===== src/rtl/cic_pkg.sv =====
// -----------------------------------------------------------------------------
// cic_pkg
//   Shared definitions for the CIC decimator / interpolator pair.
//   - clog2()       : ceiling log2 usable in constant expressions.
//   - cic_growth()  : net bit growth of an N-stage CIC with differential delay M
//                     and rate change 2^log2_r, after the 1/R rate division
//                     inherent to interpolation.
//   - cic_step_e    : classification of one enabled clock cycle.
//   - CIC_WIDTH_CHECK macro: elaboration-time guard that the accumulator
//                     width can hold the full growth of the input.
// -----------------------------------------------------------------------------
`ifndef CIC_PKG_SV
`define CIC_PKG_SV

// Elaboration-time guard; expands to a generate-if, so it may only be used
// at module-item level.
`define CIC_WIDTH_CHECK(prec, xw, growth) \
  if ((prec) < (xw) + (growth)) begin : g_width_check \
    $error("cic: PRECISION=%0d is narrower than X_WIDTH=%0d + GROWTH=%0d", \
           (prec), (xw), (growth)); \
  end

package cic_pkg;

  localparam int CIC_MAX_STAGES = 6;
  localparam int CIC_MAX_LOG2_R = 6;
  localparam int CIC_MAX_M      = 2;

  // What the datapath does in a given cycle.
  typedef enum logic [1:0] {
    STEP_NONE   = 2'd0,  // frozen: disabled, or starved at phase 0
    STEP_STUFF  = 2'd1,  // high-rate step with a stuffed zero
    STEP_ACCEPT = 2'd2   // high-rate step that also consumes a new sample
  } cic_step_e;

  function automatic int clog2(input int value);
    int result;
    int v;
    result = 0;
    v      = value - 1;
    while (v > 0) begin
      result++;
      v = v >> 1;
    end
    return result;
  endfunction

  // Net DC gain of the interpolator is (R*M)^N / R = 2^growth.
  function automatic int cic_growth(input int n, input int m, input int log2_r);
    return n * (log2_r + clog2(m)) - log2_r;
  endfunction

endpackage

`endif


===== src/rtl/cic_integrator_stage.sv =====
// -----------------------------------------------------------------------------
// cic_integrator_stage
//   One running-sum stage of a CIC integrator chain. The accumulator wraps
//   modulo 2^PRECISION; the CIC structure guarantees the final result is
//   correct despite intermediate wrap-around.
//
// Ports
//   clk   : clock, rising edge
//   rst   : asynchronous reset, active-high, clears the accumulator
//   step  : advance enable; accumulator is frozen when low
//   din   : value added on each step (previous stage output or comb output)
//   acc   : registered accumulator value
// -----------------------------------------------------------------------------
module cic_integrator_stage
  import cic_pkg::*;
#(
  parameter int PRECISION = 24
) (
  input  logic                 clk,
  input  logic                 rst,
  input  logic                 step,
  input  logic [PRECISION-1:0] din,
  output logic [PRECISION-1:0] acc
);

  always_ff @(posedge clk or posedge rst) begin
    if (rst) begin
      acc <= '0;
    end else if (step) begin
      acc <= acc + din;
    end
  end

endmodule


===== src/rtl/cic_interpolator.sv =====
// -----------------------------------------------------------------------------
// cic_interpolator
//   N-stage CIC interpolator, rate change R = 2^LOG2_R, differential delay M.
//   Comb chain runs at the input rate, its output is zero-stuffed into the
//   high-rate integrator chain, and the last integrator is shifted right by
//   the net growth to give unity DC gain. The result is MSB-aligned to the
//   output width (LSB truncation or zero padding, never saturation).
//
// Ports
//   clk      : clock, rising edge
//   rst      : asynchronous reset, active-high, clears all state
//   enabled  : advance permission; low freezes every register
//   x        : input sample, two's complement, X_WIDTH bits
//   x_valid  : x is presented this cycle
//   x_ready  : block accepts x this cycle (enabled and phase 0)
//   y        : output sample, two's complement, Y_WIDTH bits
//   y_valid  : one-cycle strobe, y was updated by the previous step
// -----------------------------------------------------------------------------
module cic_interpolator
  import cic_pkg::*;
#(
  parameter int N         = 3,
  parameter int M         = 1,
  parameter int LOG2_R    = 2,
  parameter int X_WIDTH   = 16,
  parameter int Y_WIDTH   = 12,
  parameter int PRECISION = 24
) (
  input  logic               clk,
  input  logic               rst,
  input  logic               enabled,
  input  logic [X_WIDTH-1:0] x,
  input  logic               x_valid,
  output logic               x_ready,
  output logic [Y_WIDTH-1:0] y,
  output logic               y_valid
);

  localparam int GROWTH   = cic_growth(N, M, LOG2_R);
  localparam int OUT_BITS = (X_WIDTH < Y_WIDTH) ? X_WIDTH : Y_WIDTH;

  // ---------------------------------------------------------------------------
  // Elaboration checks
  // ---------------------------------------------------------------------------
  `CIC_WIDTH_CHECK(PRECISION, X_WIDTH, GROWTH)

  if (N < 1 || N > CIC_MAX_STAGES) begin : g_bad_n
    $error("cic_interpolator: N=%0d outside 1..%0d", N, CIC_MAX_STAGES);
  end
  if (M < 1 || M > CIC_MAX_M) begin : g_bad_m
    $error("cic_interpolator: M=%0d outside 1..%0d", M, CIC_MAX_M);
  end
  if (LOG2_R < 1 || LOG2_R > CIC_MAX_LOG2_R) begin : g_bad_r
    $error("cic_interpolator: LOG2_R=%0d outside 1..%0d", LOG2_R, CIC_MAX_LOG2_R);
  end

  // ---------------------------------------------------------------------------
  // Phase counter and step classification
  // ---------------------------------------------------------------------------
  logic [LOG2_R-1:0] ph;
  cic_step_e         step_kind;
  logic              step;
  logic              accept;

  // NOTE: every variable assigned in a combinational block gets a default
  // first, so no path leaves it unassigned and no latch is inferred.
  always_comb begin
    step_kind = STEP_NONE;
    if (enabled) begin
      if (ph != '0) begin
        step_kind = STEP_STUFF;
      end else if (x_valid) begin
        step_kind = STEP_ACCEPT;
      end
    end
  end

  assign step    = (step_kind != STEP_NONE);
  assign accept  = (step_kind == STEP_ACCEPT);
  assign x_ready = enabled && (ph == '0);

  // NOTE: sequential state uses non-blocking assignments so every register
  // samples pre-edge values regardless of block ordering.
  // The counter is exactly LOG2_R bits wide, so R-1 -> 0 wraps naturally.
  always_ff @(posedge clk or posedge rst) begin
    if (rst) begin
      ph <= '0;
    end else if (step) begin
      ph <= ph + LOG2_R'(1);
    end
  end

  // ---------------------------------------------------------------------------
  // Comb chain (input rate). Combinational difference against an M-deep delay
  // line per stage; delay lines advance on acceptance steps only.
  // ---------------------------------------------------------------------------
  logic [PRECISION-1:0] x_ext;
  logic [PRECISION-1:0] comb_out;

  assign x_ext = PRECISION'($signed(x));

  for (genvar k = 0; k < N; k++) begin : g_comb
    logic [PRECISION-1:0] din;
    logic [PRECISION-1:0] diff;
    logic [PRECISION-1:0] dly [M];

    if (k == 0) begin : g_first
      assign din = x_ext;
    end else begin : g_rest
      assign din = g_comb[k-1].diff;
    end

    assign diff = din - dly[M-1];

    // NOTE: the delay-line array is reset along with the rest of the state;
    // it is only M words deep and an uncleared history would leak garbage
    // into the first outputs after reset.
    always_ff @(posedge clk or posedge rst) begin
      if (rst) begin
        for (int j = 0; j < M; j++) begin
          dly[j] <= '0;
        end
      end else if (accept) begin
        dly[0] <= din;
        for (int j = 1; j < M; j++) begin
          dly[j] <= dly[j-1];
        end
      end
    end
  end

  assign comb_out = g_comb[N-1].diff;

  // Registered comb output; zero-stuffed on high-rate steps between samples.
  logic [PRECISION-1:0] cout;

  always_ff @(posedge clk or posedge rst) begin
    if (rst) begin
      cout <= '0;
    end else if (accept) begin
      cout <= comb_out;
    end else if (step) begin
      cout <= '0;
    end
  end

  // ---------------------------------------------------------------------------
  // Integrator chain (output rate). Each stage adds the registered output of
  // the previous one, so a sample needs N steps to traverse the chain.
  // ---------------------------------------------------------------------------
  for (genvar k = 0; k < N; k++) begin : g_integ
    logic [PRECISION-1:0] din;
    logic [PRECISION-1:0] acc;

    if (k == 0) begin : g_first
      assign din = cout;
    end else begin : g_rest
      assign din = g_integ[k-1].acc;
    end

    cic_integrator_stage #(
      .PRECISION (PRECISION)
    ) u_stage (
      .clk  (clk),
      .rst  (rst),
      .step (step),
      .din  (din),
      .acc  (acc)
    );
  end

  // ---------------------------------------------------------------------------
  // Output: (iN >>> GROWTH)[X_WIDTH-1 -: OUT_BITS], taken directly from iN.
  // The width check guarantees GROWTH + X_WIDTH - 1 <= PRECISION - 1, so the
  // arithmetic shift never has to replicate the sign into the selected bits.
  // y follows the last integrator register, so it moves only in the cycle
  // after a step, i.e. exactly when y_valid is high.
  // ---------------------------------------------------------------------------
  logic [PRECISION-1:0] i_last;
  logic [OUT_BITS-1:0]  y_msb;
  logic                 unused_i_last;

  assign i_last        = g_integ[N-1].acc;
  assign y_msb         = i_last[GROWTH + X_WIDTH - 1 -: OUT_BITS];
  assign unused_i_last = ^i_last;

  always_comb begin
    y = '0;
    y[Y_WIDTH-1 -: OUT_BITS] = y_msb;
  end

  always_ff @(posedge clk or posedge rst) begin
    if (rst) begin
      y_valid <= 1'b0;
    end else begin
      y_valid <= step;
    end
  end

endmodule


===== config.mk =====
export PLATFORM = sky130hd
export DESIGN_NAME = cic_interpolator
export DESIGN_NICKNAME = d
export VERILOG_FILES = /design/src/rtl/cic_pkg.sv /design/src/rtl/cic_integrator_stage.sv /design/src/rtl/cic_interpolator.sv
export SDC_FILE = /design/constraint.sdc
export NUM_CORES = 1
export LEC_CHECK = 0
export BUFFER_PORTS_ARGS = -buffer_cell sky130_fd_sc_hd__buf_2
export CAP_MARGIN = 15
export CORE_ASPECT_RATIO = 1.2
export CORE_MARGIN = 2
export CORE_UTILIZATION = 35
export CTS_BUF_LIST = sky130_fd_sc_hd__clkbuf_4 sky130_fd_sc_hd__clkbuf_8 sky130_fd_sc_hd__clkbuf_16
export DETAILED_ROUTE_END_ITERATION = 10
export PLACE_DENSITY_LB_ADDON = 0.05
export SYNTH_ARGS = -nofsm -noshare
export SYNTH_HDL_FRONTEND = slang
export SYNTH_HIERARCHICAL = 1
export SYNTH_SLANG_ARGS = --single-unit

===== constraint.sdc =====
create_clock -name clk -period 4.6 [get_ports clk]
set_input_delay 0.69 -clock clk [delete_from_list [all_inputs] [get_ports clk]]
set_output_delay 0.69 -clock clk [all_outputs]
set_load 0.05 [all_outputs]

==> impl_metrics.csv <==
group,metric,value,unit
cts,hold_buffers,0,
floorplan,die_w,163,µm
worst_setup_path,crit_family,"compound AO/OA/AOI/OAI gates",
status,failed_checks,"setup timing",
cts,cts_made_buffers,17,
sta,drv_slew,0,
sta,layout_setup_ws,-0.239,ns
routing,vias_per_cell,4.99,
sta,finalCriticalPeriod,4.84,ns
sta,relSlewSlack,40.1,%
cells_and_area,layout_common_cells,"dfrtp_1, nand2_1, buf_4",
sta,setup_viol,4,
cts,clk_pin_slew_worst_paths,0.06,ns
routing,wire_per_inst,14.3,µm
sta,tightest_slew,0.897,ns
floorplan,io_pins,34,
placed_design,place_inst,1697,
global_route,antenna_found_initial,0,
cts,worstSkewPairLatency,0.43,ns
cells_and_area,drive_above_1_share,23.4,%
floorplan,initial_core_util,35.7,%
cells_and_area,final_common_cell,"dfrtp_1",
floorplan,die_area,31800,µm²
global_route,gr-total-overflow,0,
worst_setup_path,cpMostUsedCell,"ha_1",
worst_setup_path,worstPathCellList,"inv_2, ha_4, nor2b_4, o2111ai_2, buf_4, a31oi_4, o31a_1, or4_1, a31oi_1, xnor2_1, ha_1, buf_6, a221oi_4, o21ai_2, xor2_1, ha_1, nand4_1, nor2_2, a21oi_2, o31ai_4, nor4_2, mux2i_1, o21ai_1",
status,status,"complete, but fails checks",
routing,vias,8673,
floorplan,core,29800,µm²
sta,period_share,105,%
job,drv_cap,0,
sta,hold_viol,0,
cts,ctsHtreeMaxLevel,4,
placed_design,gp_congestion,0.799,
routing,postRouteAntennaNets,0,
yosys,syn_area_per_cell,8.81,µm²
yosys,syn_nets,1346,
cells_and_area,final_core_util,43.2,%
cells_and_area,nFillCells,3006,
cts,cts_tree,"yes",
global_route,grtUsageTotal,16.6,%
worst_setup_path,crit_fanout,3,
cells_and_area,area_growth,20.9,%
sta,rsz0062_at_grt,"yes",
floorplan,fp-row-count,69,
sta,tns,-0.498,ns
placed_design,hpwl,19.1,mm
global_route,grt_max_degree,57,
sta,fin_skew,0.0128,ns
cells_and_area,layout.cells.non_filler,1737,
global_route,first_global_vias,9036,
cts,clockBufferDepth,2,
routing,drc,0,
floorplan,die_h,195,µm
worst_setup_path,cp.required,4.88,ns
worst_setup_path,max_stage_delay,0.41,ns
worst_setup_path,crit_buf_inv,3,
yosys,syn_area,10600,µm²
global_route,grt_pass1_wl,42.8,mm
cts,cts.sinks,136,
routing,drt_iter0_markers,347,
worst_setup_path,crit_slowest_cell,"or4_1",
worst_setup_path,start_kind,"flop",
cells_and_area,final_nets,1475,
worst_setup_path,worstPathArrival,5.12,ns
worst_setup_path,endpoint_kind,"flop",
worst_setup_path,crit_type,"flop to flop",
placed_design,numPortBuffers,33,
yosys,ys_warn_count,6,
min_path,min_path_type,"primary input to async pin",
sta,fmax,207,MHz
routing,drt-total-wl,24.8,mm
cts,clock-root-buffer,"clkbuf_16",
yosys,syn_inst,1206,
routing,first_pass_iters,4,
cells_and_area,num_antenna_cells,0,
registers in the layout, summed over array words and instances (netlist names):
signal / cells
y_valid: 1
cout: 20
g_comb.dly: 53
ph: 2
g_integ.u_stage/acc: 60
path summary, 6_finish.rpt:
path | endpoint | cells past startpoint | slack [ns] | start
min reg2reg | ph[0] | 1 | 0.47 | ph[0]
min in group clk | ph[0] | 1 | 0.47 | ph[0]
min | g_comb[0].dly[1] | 2 | 0.28 | rst
max | cout[19] | 23 | -0.24 | g_comb[0].dly[1]
max in group asynchronous | g_integ[2].u_stage/acc[17] | 2 | 3.57 | rst
max reg2reg | cout[19] | 23 | -0.24 | g_comb[0].dly[1]
stage by stage:
| step | hold slack (ns) | worst slack, ns | cell area, µm² |
|---|---|---|---|
| after floorplan | 0.446 | -0.245 | 10700 |
| after global placement | 0.461 | -0.771 | 11900 |
| after detailed placement | 0.465 | -0.827 | 11900 |
| after CTS | 0.463 | -0.227 | 12600 |
| after global routing | 0.300 | -0.485 | 12900 |
| final | 0.283 | -0.239 | 12900 |
final cells by class:
type | count | area (µm²) | area share (%)
Sequential cell | 136 | 3400 | 26.5
Timing Repair Buffer | 157 | 1110 | 8.65
Inverter | 90 | 339 | 2.64
Clock buffer | 20 | 467 | 3.63
Multi-Input combinational cell | 933 | 6950 | 54.0
Tap cell | 390 | 488 | 3.80
Clock inverter | 11 | 98.8 | 0.769
routing by layer:
| metal | global-route usage, % | wire length, µm | up-vias |
|---|---|---|---|
| met1 | 18.1 | 10600 | 4021 |
| li1 | - | - | 4558 |
| met5 | 0 | 0 | - |
| met2 | 31.9 | 13400 | 68 |
| met4 | 5.54 | 465 | 0 |
| met3 | 2.69 | 324 | 26 |
what timing repair did:
action | 4_1_cts | 5_1_grt
endpoints found under the setup margin | 6 | 11
resized for setup | 19 | 37
buffers inserted | 4 | 4
pin swaps | 29 | 31
Power is left out: the tool's default activity adds up to more than one toggle a clock period on the data nets, which glitch-free logic cannot reach.
